===== src/rtl/counter_pkg.sv =====
// Shared definitions for the up/down modulo counter family.
//   DIR_UP / DIR_DN     : values of the up_dn direction input
//   MODE_WRAP / MODE_SAT: values of the SATURATE parameter
//   nx_code_e           : classification of the per-edge update, for debug/coverage
package counter_pkg;

  localparam logic DIR_UP = 1'b1;
  localparam logic DIR_DN = 1'b0;

  localparam int MODE_WRAP = 0;
  localparam int MODE_SAT  = 1;

  typedef enum logic [2:0] {
    NX_HOLD,
    NX_INC,
    NX_DEC,
    NX_WRAP,
    NX_LOAD,
    NX_CLR
  } nx_code_e;

endpackage


===== src/rtl/syn_counter_next.sv =====
// Combinational next-state logic for syn_updown_mod_counter.
// Ports:
//   i_q          current count (always within 0..MODULUS-1)
//   i_en         count enable
//   i_up_dn      direction, DIR_UP / DIR_DN
//   i_load, i_d  parallel load request and value (clamped to MODULUS-1)
//   i_clr        synchronous clear
//   o_q_next     count after the next rising edge
//   o_nx_code    which kind of update is happening
//   o_wrap_next  the edge wraps around a range end
//   o_limit_next o_q_next sits at the range end for the current direction
module syn_counter_next
  import counter_pkg::*;
#(
  parameter int WIDTH    = 4,
  parameter int MODULUS  = 16,
  parameter int SATURATE = MODE_WRAP
) (
  input  logic [WIDTH-1:0] i_q,
  input  logic             i_en,
  input  logic             i_up_dn,
  input  logic             i_load,
  input  logic [WIDTH-1:0] i_d,
  input  logic             i_clr,
  output logic [WIDTH-1:0] o_q_next,
  output nx_code_e         o_nx_code,
  output logic             o_wrap_next,
  output logic             o_limit_next
);

  localparam logic [WIDTH-1:0] MAX = WIDTH'(MODULUS - 1);
  localparam logic [WIDTH-1:0] ONE = WIDTH'(1);

  always_comb begin
    o_q_next    = i_q;
    o_nx_code   = NX_HOLD;
    o_wrap_next = 1'b0;
    if (i_clr) begin
      o_q_next  = '0;
      o_nx_code = NX_CLR;
    end else if (i_load) begin
      o_q_next  = (i_d > MAX) ? MAX : i_d;
      o_nx_code = NX_LOAD;
    end else if (i_en) begin
      if (i_up_dn == DIR_UP) begin
        if (i_q < MAX) begin
          o_q_next  = i_q + ONE;
          o_nx_code = NX_INC;
        end else if (SATURATE != MODE_SAT) begin
          o_q_next    = '0;
          o_nx_code   = NX_WRAP;
          o_wrap_next = 1'b1;
        end
      end else begin
        if (i_q != '0) begin
          o_q_next  = i_q - ONE;
          o_nx_code = NX_DEC;
        end else if (SATURATE != MODE_SAT) begin
          o_q_next    = MAX;
          o_nx_code   = NX_WRAP;
          o_wrap_next = 1'b1;
        end
      end
    end
  end

  // Limit is judged against the direction sampled on this edge, for every
  // kind of update (clear, load and hold included).
  assign o_limit_next = (i_up_dn == DIR_UP) ? (o_q_next == MAX) : (o_q_next == '0);

endmodule


===== src/rtl/syn_updown_mod_counter.sv =====
// Synchronous up/down modulo-MODULUS counter with load, clear, enable and
// optional saturation at the range ends.
// Ports:
//   clk, reset_n  rising-edge clock, asynchronous active-low reset
//   en, up_dn     count enable, direction (1 = up)
//   load, d       synchronous parallel load (d clamped to MODULUS-1)
//   clr           synchronous clear, highest priority
//   Q             registered count
//   tc            combinational terminal count for cascading
//   wrap          one-cycle registered pulse after a wrap-around
//   at_limit      registered, Q sits at the range end for the sampled direction
module syn_updown_mod_counter
  import counter_pkg::*;
#(
  parameter int WIDTH    = 4,
  parameter int MODULUS  = 16,
  parameter int SATURATE = MODE_WRAP
) (
  input  logic             clk,
  input  logic             reset_n,
  input  logic             en,
  input  logic             up_dn,
  input  logic             load,
  input  logic [WIDTH-1:0] d,
  input  logic             clr,
  output logic [WIDTH-1:0] Q,
  output logic             tc,
  output logic             wrap,
  output logic             at_limit
);

  localparam logic [WIDTH-1:0] MAX = WIDTH'(MODULUS - 1);

  if (MODULUS < 2 || longint'(MODULUS) > (longint'(1) << WIDTH)) begin : g_bad_modulus
    $error("syn_updown_mod_counter: MODULUS must lie in [2, 2**WIDTH]");
  end

  logic [WIDTH-1:0] r_q;
  logic             r_wrap;
  logic             r_at_limit;

  logic [WIDTH-1:0] w_q_next;
  nx_code_e         w_nx_code;
  logic             w_wrap_next;
  logic             w_limit_next;

  syn_counter_next #(
    .WIDTH   (WIDTH),
    .MODULUS (MODULUS),
    .SATURATE(SATURATE)
  ) u_next (
    .i_q         (r_q),
    .i_en        (en),
    .i_up_dn     (up_dn),
    .i_load      (load),
    .i_d         (d),
    .i_clr       (clr),
    .o_q_next    (w_q_next),
    .o_nx_code   (w_nx_code),
    .o_wrap_next (w_wrap_next),
    .o_limit_next(w_limit_next)
  );

  always_ff @(posedge clk or negedge reset_n) begin
    if (!reset_n) begin
      r_q        <= '0;
      r_wrap     <= 1'b0;
      r_at_limit <= 1'b0;
    end else begin
      r_q        <= w_q_next;
      r_wrap     <= w_wrap_next;
      r_at_limit <= w_limit_next;
    end
  end

  // The update code is debug-only; keep it tied to the wrap decision.
  always_ff @(posedge clk) begin
    if (reset_n) begin
      assert (w_wrap_next == (w_nx_code == NX_WRAP))
        else $error("syn_updown_mod_counter: wrap flag and update code disagree");
    end
  end

  // Masked by clr/load so a cascaded stage never advances on a cycle where
  // this stage is being cleared or loaded instead of counting.
  assign tc = en & ~clr & ~load &
              ((up_dn & (r_q == MAX)) | (~up_dn & (r_q == '0)));

  assign Q        = r_q;
  assign wrap     = r_wrap;
  assign at_limit = r_at_limit;

endmodule


===== config.mk =====
export PLATFORM = sky130hd
export DESIGN_NAME = syn_updown_mod_counter
export DESIGN_NICKNAME = d
export VERILOG_FILES = /design/src/rtl/counter_pkg.sv /design/src/rtl/syn_counter_next.sv /design/src/rtl/syn_updown_mod_counter.sv
export SDC_FILE = /design/constraint.sdc
export NUM_CORES = 1
export LEC_CHECK = 0
export ABC_AREA = 1
export BUFFER_PORTS_ARGS = -buffer_cell sky130_fd_sc_hd__buf_2
export CAP_MARGIN = 10
export CORE_AREA = 3 3 40 42
export CTS_BUF_LIST = sky130_fd_sc_hd__clkbuf_4 sky130_fd_sc_hd__clkbuf_8 sky130_fd_sc_hd__clkbuf_16
export CTS_CLUSTER_DIAMETER = 150
export DETAILED_ROUTE_END_ITERATION = 6
export DIE_AREA = 0 0 43 45
export PLACE_DENSITY = 0.66
export SKIP_CTS_REPAIR_TIMING = 1
export SYNTH_ARGS = -nofsm -noshare
export SYNTH_HDL_FRONTEND = slang
export SYNTH_SLANG_ARGS = --single-unit

===== constraint.sdc =====
create_clock -name clk -period 4.8 [get_ports clk]
set_clock_uncertainty 0.15 [all_clocks]
set_input_delay 0.24 -clock clk [delete_from_list [all_inputs] [get_ports clk]]
set_output_delay 0.24 -clock clk [all_outputs]
set_load 0.02 [all_outputs]

Word-level counts from Yosys, hierarchy flattened:

Cells that the tools add are included.
W data, S select, Z words.

* register bits after elaboration: 6
* bits in latches: 0
* RAM bits: 0
* ROM bits: 0
* input port bits: 10
* output and inout port bits: 7
* word-level logic and storage cells: 35
* memories: 0

* add/sub/neg operators: 2
* multipliers: 0
* divide/modulo/power cells: 0
* magnitude comparators: 2
* equal/unequal tests: 2
* shift operators: 0
* muxes and demuxes: 14
* bitwise gates (word level): 9
* reductions and logical operators: 3

Operators by type and width (number)
* $mux W4: 7
* $eq A4 B4 Y1 const B: 2
* $logic_not A4 Y1: 2
* $mux W1: 7
* $and A1 B1 Y1: 5
* $add A4 B1 Y4 const B: 1
* $gt A4 B4 Y1 const B: 1
* $lt A4 B4 Y1 const B: 1
* $reduce_bool A4 Y1: 1
* $sub A4 B1 Y4 const B: 1
* $not A1 Y1: 3
* $or A1 B1 Y1: 1

Depth between registers and ports, before layout:

Gate-level depths: netlist (run 1).

* depth after elaboration: 8
* gate-level depth with buffers: 12

Hierarchy:

From an unflattened synthesis (run 1), not the netlist that was laid out.

* cell total of the unflattened synthesis: 98
* area total of the unflattened synthesis: 594.3 sq um

By module, submodules not included
* syn_counter_next: times used 1, cells each 80, area each 387.9 sq um, seq. area each 0.0 sq um
* syn_updown_mod_counter: times used 1, cells each 18, area each 206.4 sq um, seq. area each 150.1 sq um

Least setup slack after synthesis (run 1):

Ideal clock, no wire load.

* kind: flip-flop to output port
* from: register r_q[1], in the netlist Q[1]
* to: output port tc
* arrival: 1.468 ns
* data required time: 4.410 ns
* path slack: 2.942 ns
* cell stages (with the launch flop): 4
* path buffers: 0
* cell sequence: dfrtp_1 ha_1 nand3_1 a211oi_1

* word-level cells in the longest chain between the ends: 4

RTL lines
* start, declared: RTL line syn_updown_mod_counter.sv:38 `logic [WIDTH-1:0] r_q;`
* start signal, assigned: RTL line syn_updown_mod_counter.sv:70 `r_q <= w_q_next;`
* $eq A4 B4 Y1 / $logic_not A4 Y1 (equally long branches): RTL line syn_updown_mod_counter.sv:87 `((up_dn & (r_q == MAX)) | (~up_dn & (r_q == '0)));`
* $and A1 B1 Y1: RTL line syn_updown_mod_counter.sv:87
* $or A1 B1 Y1 *: RTL line syn_updown_mod_counter.sv:87
* $and A1 B1 Y1 *: RTL line syn_updown_mod_counter.sv:86 `assign tc = en & ~clr & ~load &`
* end, declared: RTL line syn_updown_mod_counter.sv:27 `output logic tc,`

Every way passes the cells marked *; elsewhere a longest branch is shown, timed or not.

Final worst setup path (run 1):

* from: register r_q[0], in the netlist Q[0]
* to: output port tc

The elaborated chain is that of the path after synthesis.

==> reports/qor.txt, run 1 <==
switching share of power = 34.6%
status = finished, final reports clean
vias per cell = 4.63
crit path kind = register to primary output
CP bufs+invs = 2
Routed WL per cell = 9.45 µm
Pre-Repair DR Iteration Count = 4
die area = 1940 µm²
H-tree depth = 1
Die H = 45 µm
worst min path class = input pin to register
net switching power = 0.0532 mW
Max Root-Sink Buffers = 2
root buffer cell = clkbuf_4
CP Cell Sequence = inv_1 -> ha_1 -> a21oi_2 -> a211oi_1 -> buf_2
CORE AREA = 1280 µm²
Worst Path Required = 4.41 ns
Tmin final = 1.92 ns
Die X-Extent = 43 µm
synth-to-layout area growth = 23.0%
port buffer count = 16
DR iter-0 viols = 18
RSZ-0062 raised after global routing = false
combinational share of power = 31.8%
DRC violations left = 0
Pwr Density = 232 nW/µm²
Register Area = 150 µm²
CP peak stage delay = 0.45 ns
synth warn = 0
Syn Inst Count = 90
clock power share = 29.1%
vias in the first global route = 470
delay-heaviest family, CP = flip-flops
initial antenna violation count = 0
Post-layout nets = 123
detailed placement HPWL = 954 µm
initial core utilization = 41.9%
final period utilization = 40.0%
fmax = 521 MHz
Pint = 0.101 mW
post-placement cell area = 629 µm²
worst vdd ir = 0.190 mV
pin count of the biggest net entering global routing = 10
Worst Setup End Kind = primary output
multi-input combinational cell area = 320 µm²
Worst Path Arrival = 1.53 ns
clk sink count = 6
Final ANT Viol Nets = 0
CTS tree = yes
Slew @ Worst Pin = 0.289 ns
final setup fails = 0
reg2reg path depth = 11
Hold EP = Q[2]$_DFF_PN0_
Seq/Total Area, Yosys = 27.9%
routability-driven placement congestion ratio = 0.865
MaxCap Viol Count = 0
overall routed net length = 1170 µm
Seq pwr share = 39.1%
post-synth net total = 102
share of layout cells above drive strength 1 = 24.8%
worst hold start = clr
reg-to-reg critical path endpoint = at_limit$_DFF_PN0_
Slew Viols, Final = 0
Yosys cell types = 16
Crit-path slowest cell = dfrtp_1
row cnt = 13
synthesized area = 538 µm²
DR vias = 574
Max-slew headroom = 80.6%
Syn Area/Cell = 5.98 µm²
Final Hold Violating Endpoints = 0
grt ovf = 0
Clock transition at path regs = 0.04 ns
R2R setup slack = 3.06 ns
fin area = 662 µm²
CP max FO = 7
Overall Global Routing Usage = 13.4%
Top-Level Pins = 17
register bit total from synthesis = 6
TritonCTS Buffers = 3
critical path launch point type = register
reg-to-reg startpoint = Q[0]$_DFF_PN0_
Fillers = 139
Lkg Pwr = 0.399 nW
n_diodes = 0
Hold Path Depth = 4
Setup TNS = 0 ns
Critical Path Stages = 5
first-pass GRT wire length = 1940 µm
Clock Latency Late Sink = 0.24 ns
[stage by stage]
stage / util (%) / instances / power, mW / hold WS (ns) / setup slack, ns
CTS: 50.7 / 123 / 0.155 / -0.346 / 2.87
global placement: 49.0 / 120 / 0.109 / -0.0866 / 3.12
finish: 51.5 / 124 / 0.154 / 0.149 / 2.88
global route: 51.5 / 124 / 0.168 / 0.166 / 2.73
floorplan: - / 90 / 0.0948 / -0.206 / 2.94
detailed placement: 49.0 / 120 / 0.109 / -0.0867 / 3.08
[worst min-delay path: stages]
cell     delay (ns)
buf_2          0.09
nor2_1         0.04
nand2_1        0.08
inv_1          0.06
[power groups by stage]
| stage | clock, mW | combinational [mW] | sequential (mW) |
|---|---|---|---|
| after global routing | 0.0519 | 0.0556 | 0.0610 |
| after CTS | 0.0463 | 0.0487 | 0.0602 |
| final | 0.0447 | 0.0490 | 0.0602 |
| after global placement | 0 | 0.0485 | 0.0604 |
| after floorplan | 0 | 0.0310 | 0.0639 |
| after detailed placement | 0 | 0.0485 | 0.0609 |
[sequential cells by signal (all words and copies together), names as in the netlist]
name	flops
at_limit	1
wrap	1
Q	4
[cell usage after synthesis, drive strengths merged]
master / n / area (µm²)
nand3: 9 / 55.1
inv: 16 / 60.1
nor2: 16 / 62.6
a21oi: 4 / 27.5
buf: 1 / 7.51
ha: 2 / 25.0
dfrtp: 6 / 150
a211oi: 2 / 15.0
o21ai: 2 / 10.0
nand2: 31 / 119
nand4: 1 / 6.26
[placed cells by master (no fill, tap or decap), types with 2 or more instances in the layout]
| cell type | n |
|---|---|
| inv_2 | 2 |
| a21oi_2 | 2 |
| a211oi_1 | 2 |
| nand3_2 | 2 |
| nand2_1 | 30 |
| a21oi_1 | 2 |
| nand3_1 | 7 |
| dfrtp_1 | 6 |
| nor2_1 | 15 |
| buf_2 | 16 |
| inv_1 | 14 |
| ha_1 | 2 |
| o21ai_0 | 2 |
| clkbuf_4 | 3 |
[worst max path at each step]
stage	startpoint	end	slack, ns
after floorplan	Q[1]$_DFF_PN0_	tc	2.94
after global placement	Q[0]$_DFF_PN0_	at_limit$_DFF_PN0_	3.12
after detailed placement	Q[0]$_DFF_PN0_	at_limit$_DFF_PN0_	3.08
after CTS	Q[0]$_DFF_PN0_	tc	2.87
after global routing	Q[0]$_DFF_PN0_	tc	2.73
final	Q[0]$_DFF_PN0_	tc	2.88
[layer usage]
layer	track usage [%]	vias to the layer above	share of wire (%)
li1	-	314	-
met1	17.9	241	49
met2	20.7	19	43
met3	5.98	0	7.6
met4	1.81	0	0
met5	0	-	0
[kinds of logic after synthesis]
logic type / after synthesis / synth area share (%)
AOI/OAI and AO/OA: 8 / 9.77
buffers and inverters: 17 / 12.6
DFF: 6 / 27.9
and+or+nand+nor: 57 / 45.1
adders and majority gates: 2 / 4.65
[cell type report]
| type | count | area share [%] |
|---|---|---|
| inverter | 16 | 9.07 |
| timing repair buffer | 17 | 13.6 |
| sequential | 6 | 22.7 |
| clock buffer | 3 | 3.40 |
| tap | 15 | 2.84 |
| multi-input combinational | 67 | 48.4 |
Note: power is estimated with default switching activity, not from simulation.
==> run 2: changes to the inputs <==
--- a/config.mk
+++ b/config.mk
@@ -13,7 +13,7 @@
 export CTS_CLUSTER_DIAMETER = 150
 export DETAILED_ROUTE_END_ITERATION = 6
 export DIE_AREA = 0 0 43 45
-export PLACE_DENSITY = 0.66
+export PLACE_DENSITY = 0.68
 export SKIP_CTS_REPAIR_TIMING = 1
 export SYNTH_ARGS = -nofsm -noshare
 export SYNTH_HDL_FRONTEND = slang
==> constraint.sdc (replaced) <==
create_clock -name clk -period 1.57 [get_ports clk]
set_clock_uncertainty 0.15 [all_clocks]
set_input_delay 0.0785 -clock clk [delete_from_list [all_inputs] [get_ports clk]]
set_output_delay 0.0785 -clock clk [all_outputs]
set_load 0.02 [all_outputs]
==> reports/qor.txt, run 2 (same netlist as run 1, synthesis figures left out) <==
status = finished, violations left (was finished, final reports clean)
failing checks = negative setup slack
Worst Path Arrival = 1.45 ns (was 1.53 ns)
multi-input combinational cell area = 363 µm² (was 320 µm²)
Routed WL per cell = 9.89 µm (was 9.45 µm)
MaxCap Viol Count = 0 (unchanged)
most frequent cells in the layout = nand2_1 (26), nor2_1 (15), buf_2 (15) (was nand2_1 (30), buf_2 (16), nor2_1 (15))
pin count of the biggest net entering global routing = 10 (unchanged)
overall routed net length = 1330 µm (was 1170 µm)
Post-layout nets = 132 (was 123)
CTS tree = yes (unchanged)
Die X-Extent = 43 µm (unchanged)
CORE AREA = 1280 µm² (unchanged)
die area = 1940 µm² (unchanged)
Max Root-Sink Buffers = 2 (unchanged)
Overall Global Routing Usage = 14.9% (was 13.4%)
root buffer cell = clkbuf_4 (unchanged)
Top-Level Pins = 17 (unchanged)
port buffer count = 16 (unchanged)
detailed placement HPWL = 1020 µm (was 954 µm)
initial core utilization = 41.9% (unchanged)
routability-driven placement congestion ratio = 0.788 (was 0.865)
Final ANT Viol Nets = 0 (unchanged)
DR vias = 629 (was 574)
crit path kind = register to primary output (unchanged)
Tot Pwr = 0.546 mW (was 0.154 mW)
RSZ-0062 raised after global routing = true (was false)
grt peak-use layer = met2 (unchanged)
Die H = 45 µm (unchanged)
Lkg Pwr = 0.444 nW (was 0.399 nW)
fmax = 595 MHz
vias in the first global route = 577 (was 470)
final worst setup slack = -0.109 ns (was 2.88 ns)
Clock transition at path regs = 0.05 ns (was 0.04 ns)
grt met2 use = 24.6% (was 20.7%)
row cnt = 13 (unchanged)
DR iter-0 viols = 5 (was 18)
Slew @ Worst Pin = 0.308 ns (was 0.289 ns)
first-pass GRT wire length = 2140 µm (was 1940 µm)
n_diodes = 0 (unchanged)
Final Hold Violating Endpoints = 0 (unchanged)
Fillers = 114 (was 139)
CP max FO = 4 (was 7)
grt ovf = 0 (unchanged)
share of layout cells above drive strength 1 = 41.2% (was 24.8%)
worst vdd ir = 0.602 mV (was 0.190 mV)
Pwr Density = 691 nW/µm² (was 232 nW/µm²)
reg-to-reg startpoint = Q[1]$_DFF_PN0_ (was Q[0]$_DFF_PN0_)
Worst Setup End Kind = primary output (unchanged)
Tmin final = 1.68 ns
Clock Latency Late Sink = 0.25 ns (was 0.24 ns)
Final Util = 61.4% (was 51.5%)
Slew Viols, Final = 0 (unchanged)
synth-to-layout area growth = 46.7% (was 23.0%)
GRT met1 Usage = 17.1% (was 17.9%)
commonest non-fill, non-tap cell in the layout = nand2_1 (unchanged)
critical path launch point type = register (unchanged)
final setup fails = 2 (was 0)
clk sink count = 6 (unchanged)
DRC violations left = 0 (unchanged)
max reg flops = 4 (unchanged)
Worst Path Required = 1.34 ns (was 4.41 ns)
Register Area = 151 µm² (was 150 µm²)
TritonCTS Buffers = 3 (unchanged)
final period utilization = 107%
H-tree depth = 1 (unchanged)
Max-slew headroom = 79.5% (was 80.6%)
Pre-Repair DR Iteration Count = 4 (unchanged)
met3 Usage GRT = 5.98% (unchanged)
worst min path class = input pin to async pin (was input pin to register)
vias per cell = 4.69 (was 4.63)
CP Launch Point = Q[1]$_DFF_PN0_ (was Q[0]$_DFF_PN0_)
initial antenna violation count = 0 (unchanged)
-- run 2: cell count changes in the layout (fill, tap and decap cells not counted), moves of 2 or more --
cell / before / now
inv_2: 2 / 6
ha_1: 2 / 0
nand2_1: 30 / 26
buf_4: 0 / 8
inv_1: 14 / 10
nand2_2: 1 / 5
-- run 2: worst paths after layout --
kind | to | slack, ns | cells after the start
setup / recovery | tc | -0.11 | 5
hold / removal | wrap$_DFF_PN0_ | 0.01 | 2
setup reg to reg | at_limit$_DFF_PN0_ | -0.05 | 9
hold reg to reg | wrap$_DFF_PN0_ | 0.67 | 3
max in group asynchronous | at_limit$_DFF_PN0_ | 1.10 | 2
min in group clk | wrap$_DFF_PN0_ | 0.06 | 2
-- run 2: metal layers --
metal | up-vias | share of wire [%]
met5 | - | 0
met4 | 0 | 0
met3 | 0 | 6.4
met2 | 21 | 49
met1 | 272 | 45
li1 | 336 | -
-- run 2: cell type report --
cell class / instances / share of cell area [%]
Multi-Input combinational cell: 67 / 46.0
Timing Repair Buffer: 26 / 21.1
Inverter: 16 / 7.61
Clock buffer: 4 / 3.80
Tap cell: 15 / 2.38
Sequential cell: 6 / 19.2
-- run 2: per-stage QoR --
stage	TNS [ns]	worst slack, ns	instances	area [µm²]	hold WS, ns
final	-0.163	-0.109	134	790	0.0149
after global routing	-0.360	-0.185	134	790	0.0226
after CTS	-0.247	-0.217	129	703	-0.523
after detailed placement	0	0.000184	125	673	-0.247
after global placement	0	0.0193	125	673	-0.248
after floorplan	-0.0612	-0.0612	90	544	-0.367
-- run 2: power breakdown --
group / leakage (nW) / switching (mW) / total [mW] / internal, mW
Combinational: 0.348 / 0.112 / 0.194 / 0.0817
Clock: 0.0184 / 0.0559 / 0.169 / 0.113
Sequential: 0.0771 / 0.0164 / 0.183 / 0.166
-- run 2: worst max-delay path, stage by stage, from the launching register on --
cell and delay (ns):
dfrtp_1 0.41, ha_2 0.23, nand3_4 0.08, buf_6 0.13
a211oi_2 0.17, buf_4 0.17
==> run 3: changes to the inputs <==
--- a/config.mk
+++ b/config.mk
@@ -8,12 +8,15 @@
 export ABC_AREA = 1
 export BUFFER_PORTS_ARGS = -buffer_cell sky130_fd_sc_hd__buf_2
 export CAP_MARGIN = 10
-export CORE_AREA = 3 3 40 42
+export CELL_PAD_IN_SITES_DETAIL_PLACEMENT = 0
+export CELL_PAD_IN_SITES_GLOBAL_PLACEMENT = 2
+export CORE_ASPECT_RATIO = 0.9
+export CORE_MARGIN = 3
+export CORE_UTILIZATION = 21
 export CTS_BUF_LIST = sky130_fd_sc_hd__clkbuf_4 sky130_fd_sc_hd__clkbuf_8 sky130_fd_sc_hd__clkbuf_16
 export CTS_CLUSTER_DIAMETER = 150
 export DETAILED_ROUTE_END_ITERATION = 6
-export DIE_AREA = 0 0 43 45
-export PLACE_DENSITY = 0.68
+export PLACE_DENSITY_LB_ADDON = 0.1
 export SKIP_CTS_REPAIR_TIMING = 1
 export SYNTH_ARGS = -nofsm -noshare
 export SYNTH_HDL_FRONTEND = slang
==> constraint.sdc (replaced) <==
create_clock -name clk -period 1.57 [get_ports clk]
set_clock_uncertainty 0.15 [all_clocks]
set_input_delay 0.157 -clock clk [delete_from_list [all_inputs] [get_ports clk]]
set_output_delay 0.157 -clock clk [all_outputs]
set_load 0.02 [all_outputs]
==> reports/qor.txt, run 3 (same netlist as run 1, synthesis figures left out) <==
CTS tree = yes (unchanged)
CP Cell Sequence = ha_2 -> nand3_2 -> a211oi_2 -> buf_4 (was ha_2 -> nand3_4 -> buf_6 -> a211oi_2 -> buf_4)
Worst Path Required = 1.26 ns (was 1.34 ns)
routability-driven placement congestion ratio = 0.779 (was 0.788)
fin area = 786 µm² (was 790 µm²)
DR iter-0 viols = 14 (was 5)
Fillers = 277 (was 114)
Die X-Extent = 59.4 µm (was 43 µm)
n_diodes = 0 (unchanged)
grt ovf = 0 (unchanged)
R2R setup slack = -0.02 ns (was -0.05 ns)
CP max FO = 4 (unchanged)
initial antenna violation count = 0 (unchanged)
CORE AREA = 2300 µm² (was 1280 µm²)
commonest non-fill, non-tap cell in the layout = nand2_1 (unchanged)
detailed placement HPWL = 1330 µm (was 1020 µm)
Final Hold Violating Endpoints = 0 (unchanged)
Routed WL per cell = 11.0 µm (was 9.89 µm)
combinational share of power = 38.2% (was 35.5%)
Overall Global Routing Usage = 10.5% (was 14.9%)
die area = 3210 µm² (was 1940 µm²)
MaxCap Viol Count = 0 (unchanged)
worst vdd ir = 0.360 mV (was 0.602 mV)
vias in the first global route = 563 (was 577)
Seq pwr share = 35.4% (was 33.5%)
Worst Path Arrival = 1.34 ns (was 1.45 ns)
Slew @ Worst Pin = 0.322 ns (was 0.308 ns)
Setup TNS = -0.101 ns (was -0.163 ns)
initial core utilization = 23.4% (was 41.9%)
Slew Viols, Final = 0 (unchanged)
CP bufs+invs = 1 (was 2)
CP peak stage delay = 0.40 ns (was 0.41 ns)
overall routed net length = 1590 µm (was 1330 µm)
failing checks = negative setup slack (unchanged)
TritonCTS Buffers = 3 (unchanged)
critical path launch point type = register (unchanged)
crit path kind = register to primary output (unchanged)
max reg flops = 4 (unchanged)
Pint = 0.340 mW (was 0.361 mW)
first-pass GRT wire length = 2470 µm (was 2140 µm)
root buffer cell = clkbuf_4 (unchanged)
RSZ-0062 raised after global routing = true (unchanged)
pin count of the biggest net entering global routing = 10 (unchanged)
fmax = 607 MHz (was 595 MHz)
clk sink count = 6 (unchanged)
Non-Filler Instances = 144 (was 134)
Max Root-Sink Buffers = 2 (unchanged)
Tmin final = 1.65 ns (was 1.68 ns)
final setup fails = 2 (unchanged)
row cnt = 16 (was 13)
DRC violations left = 0 (unchanged)
placed cell count = 138 (was 125)
Top-Level Pins = 17 (unchanged)
net switching power = 0.187 mW (was 0.184 mW)
post-placement cell area = 709 µm² (was 673 µm²)
reg2reg path depth = 11 (was 9)
synth-to-layout area growth = 46.0% (was 46.7%)
Hold Slack = 0.116 ns (was 0.0149 ns)
Crit-path slowest cell = dfrtp_2 (was dfrtp_1)
switching share of power = 35.6% (was 33.8%)
reg-to-reg startpoint = Q[1]$_DFF_PN0_ (unchanged)
status = finished, violations left (unchanged)
H-tree depth = 1 (unchanged)
Final ANT Viol Nets = 0 (unchanged)
final worst setup slack = -0.0769 ns (was -0.109 ns)
vias per cell = 4.34 (was 4.69)
port buffer count = 16 (unchanged)
clock power share = 26.5% (was 31.0%)
reg-to-reg critical path endpoint = at_limit$_DFF_PN0_ (unchanged)
Pre-Repair DR Iteration Count = 4 (unchanged)
DR vias = 625 (was 629)
most frequent cells in the layout = nand2_1 (26), buf_2 (15), nor2_1 (12) (was nand2_1 (26), nor2_1 (15), buf_2 (15))
Max-slew headroom = 78.3% (was 79.5%)
Clock Latency Late Sink = 0.24 ns (was 0.25 ns)
Die H = 54.0 µm (was 45 µm)
Post-layout nets = 131 (was 132)
worst min path class = input pin to async pin (unchanged)
final period utilization = 105% (was 107%)
Clock transition at path regs = 0.05 ns (about the same)
share of layout cells above drive strength 1 = 44.4% (was 41.2%)
delay-heaviest family, CP = flip-flops (unchanged)
Lkg Pwr = 0.432 nW (was 0.444 nW)
Worst Setup End Kind = primary output (unchanged)
Pwr Density = 671 nW/µm² (was 691 nW/µm²)
==> run 3: changes by cell type in the layout (fill, tap and decap cells not counted), sizes merged <==
cell / change
dlygate4sd3: -1
clkbuf: -1
==> run 3: power groups by stage <==
stage | combinational (mW) | clock [mW] | sequential (mW)
2_1_floorplan | 0.102 | 0 | 0.197
3_3_place_gp | 0.184 | 0 | 0.187
3_5_place_dp | 0.184 | 0 | 0.187
4_1_cts | 0.185 | 0.145 | 0.184
5_1_grt | 0.226 | 0.148 | 0.189
6_report | 0.201 | 0.139 | 0.187
==> run 3: layout make-up <==
cell class / count / area, µm² / area share, %
multi-input combinational: 67 / 363 / 46.2
inverter: 16 / 60.1 / 7.64
timing repair buffer: 25 / 153 / 19.4
clock buffer: 3 / 22.5 / 2.87
sequential: 6 / 154 / 19.6
tap: 27 / 33.8 / 4.30
==> run 3: routing by layer <==
metal,wire length [µm],vias up,global-route usage (%),part of all wire (%)
met5,0,-,0,0
met4,7,0,5.66,0.44
met3,70,2,0.719,4.4
met2,702,12,17.3,44
met1,804,282,13.8,51
li1,-,329,-,-
==> run 3: worst max-delay path by stage <==
stage / start / to / cells past startpoint
detailed placement: Q[1]$_DFF_PN0_ / at_limit$_DFF_PN0_ / 12
global placement: Q[0]$_DFF_PN0_ / at_limit$_DFF_PN0_ / 11
floorplan: Q[1]$_DFF_PN0_ / at_limit$_DFF_PN0_ / 12
CTS: Q[0]$_DFF_PN0_ / tc / 4
finish: Q[1]$_DFF_PN0_ / tc / 4
global route: Q[0]$_DFF_PN0_ / at_limit$_DFF_PN0_ / 12
==> run 3: per-stage QoR <==
stage	power [mW]	worst slack [ns]	util, %
final	0.527	-0.0769	34.1
after global routing	0.562	-0.176	34.1
after CTS	0.514	-0.170	31.8
after detailed placement	0.371	-0.0201	30.8
after global placement	0.370	-0.0315	30.8
after floorplan	0.299	0.0125	-
==> run 3: worst register-to-register path, stage by stage, from the launching register on <==
cell and delay, ns:
dfrtp_2 0.43, buf_4 0.14, buf_4 0.13, nor2_2 0.09
nand2_1 0.06, nand2_1 0.05, nand2_1 0.05, nand2_1 0.07
nand3_2 0.08, a21oi_2 0.15, nand2_1 0.06, nand2_1 0.06
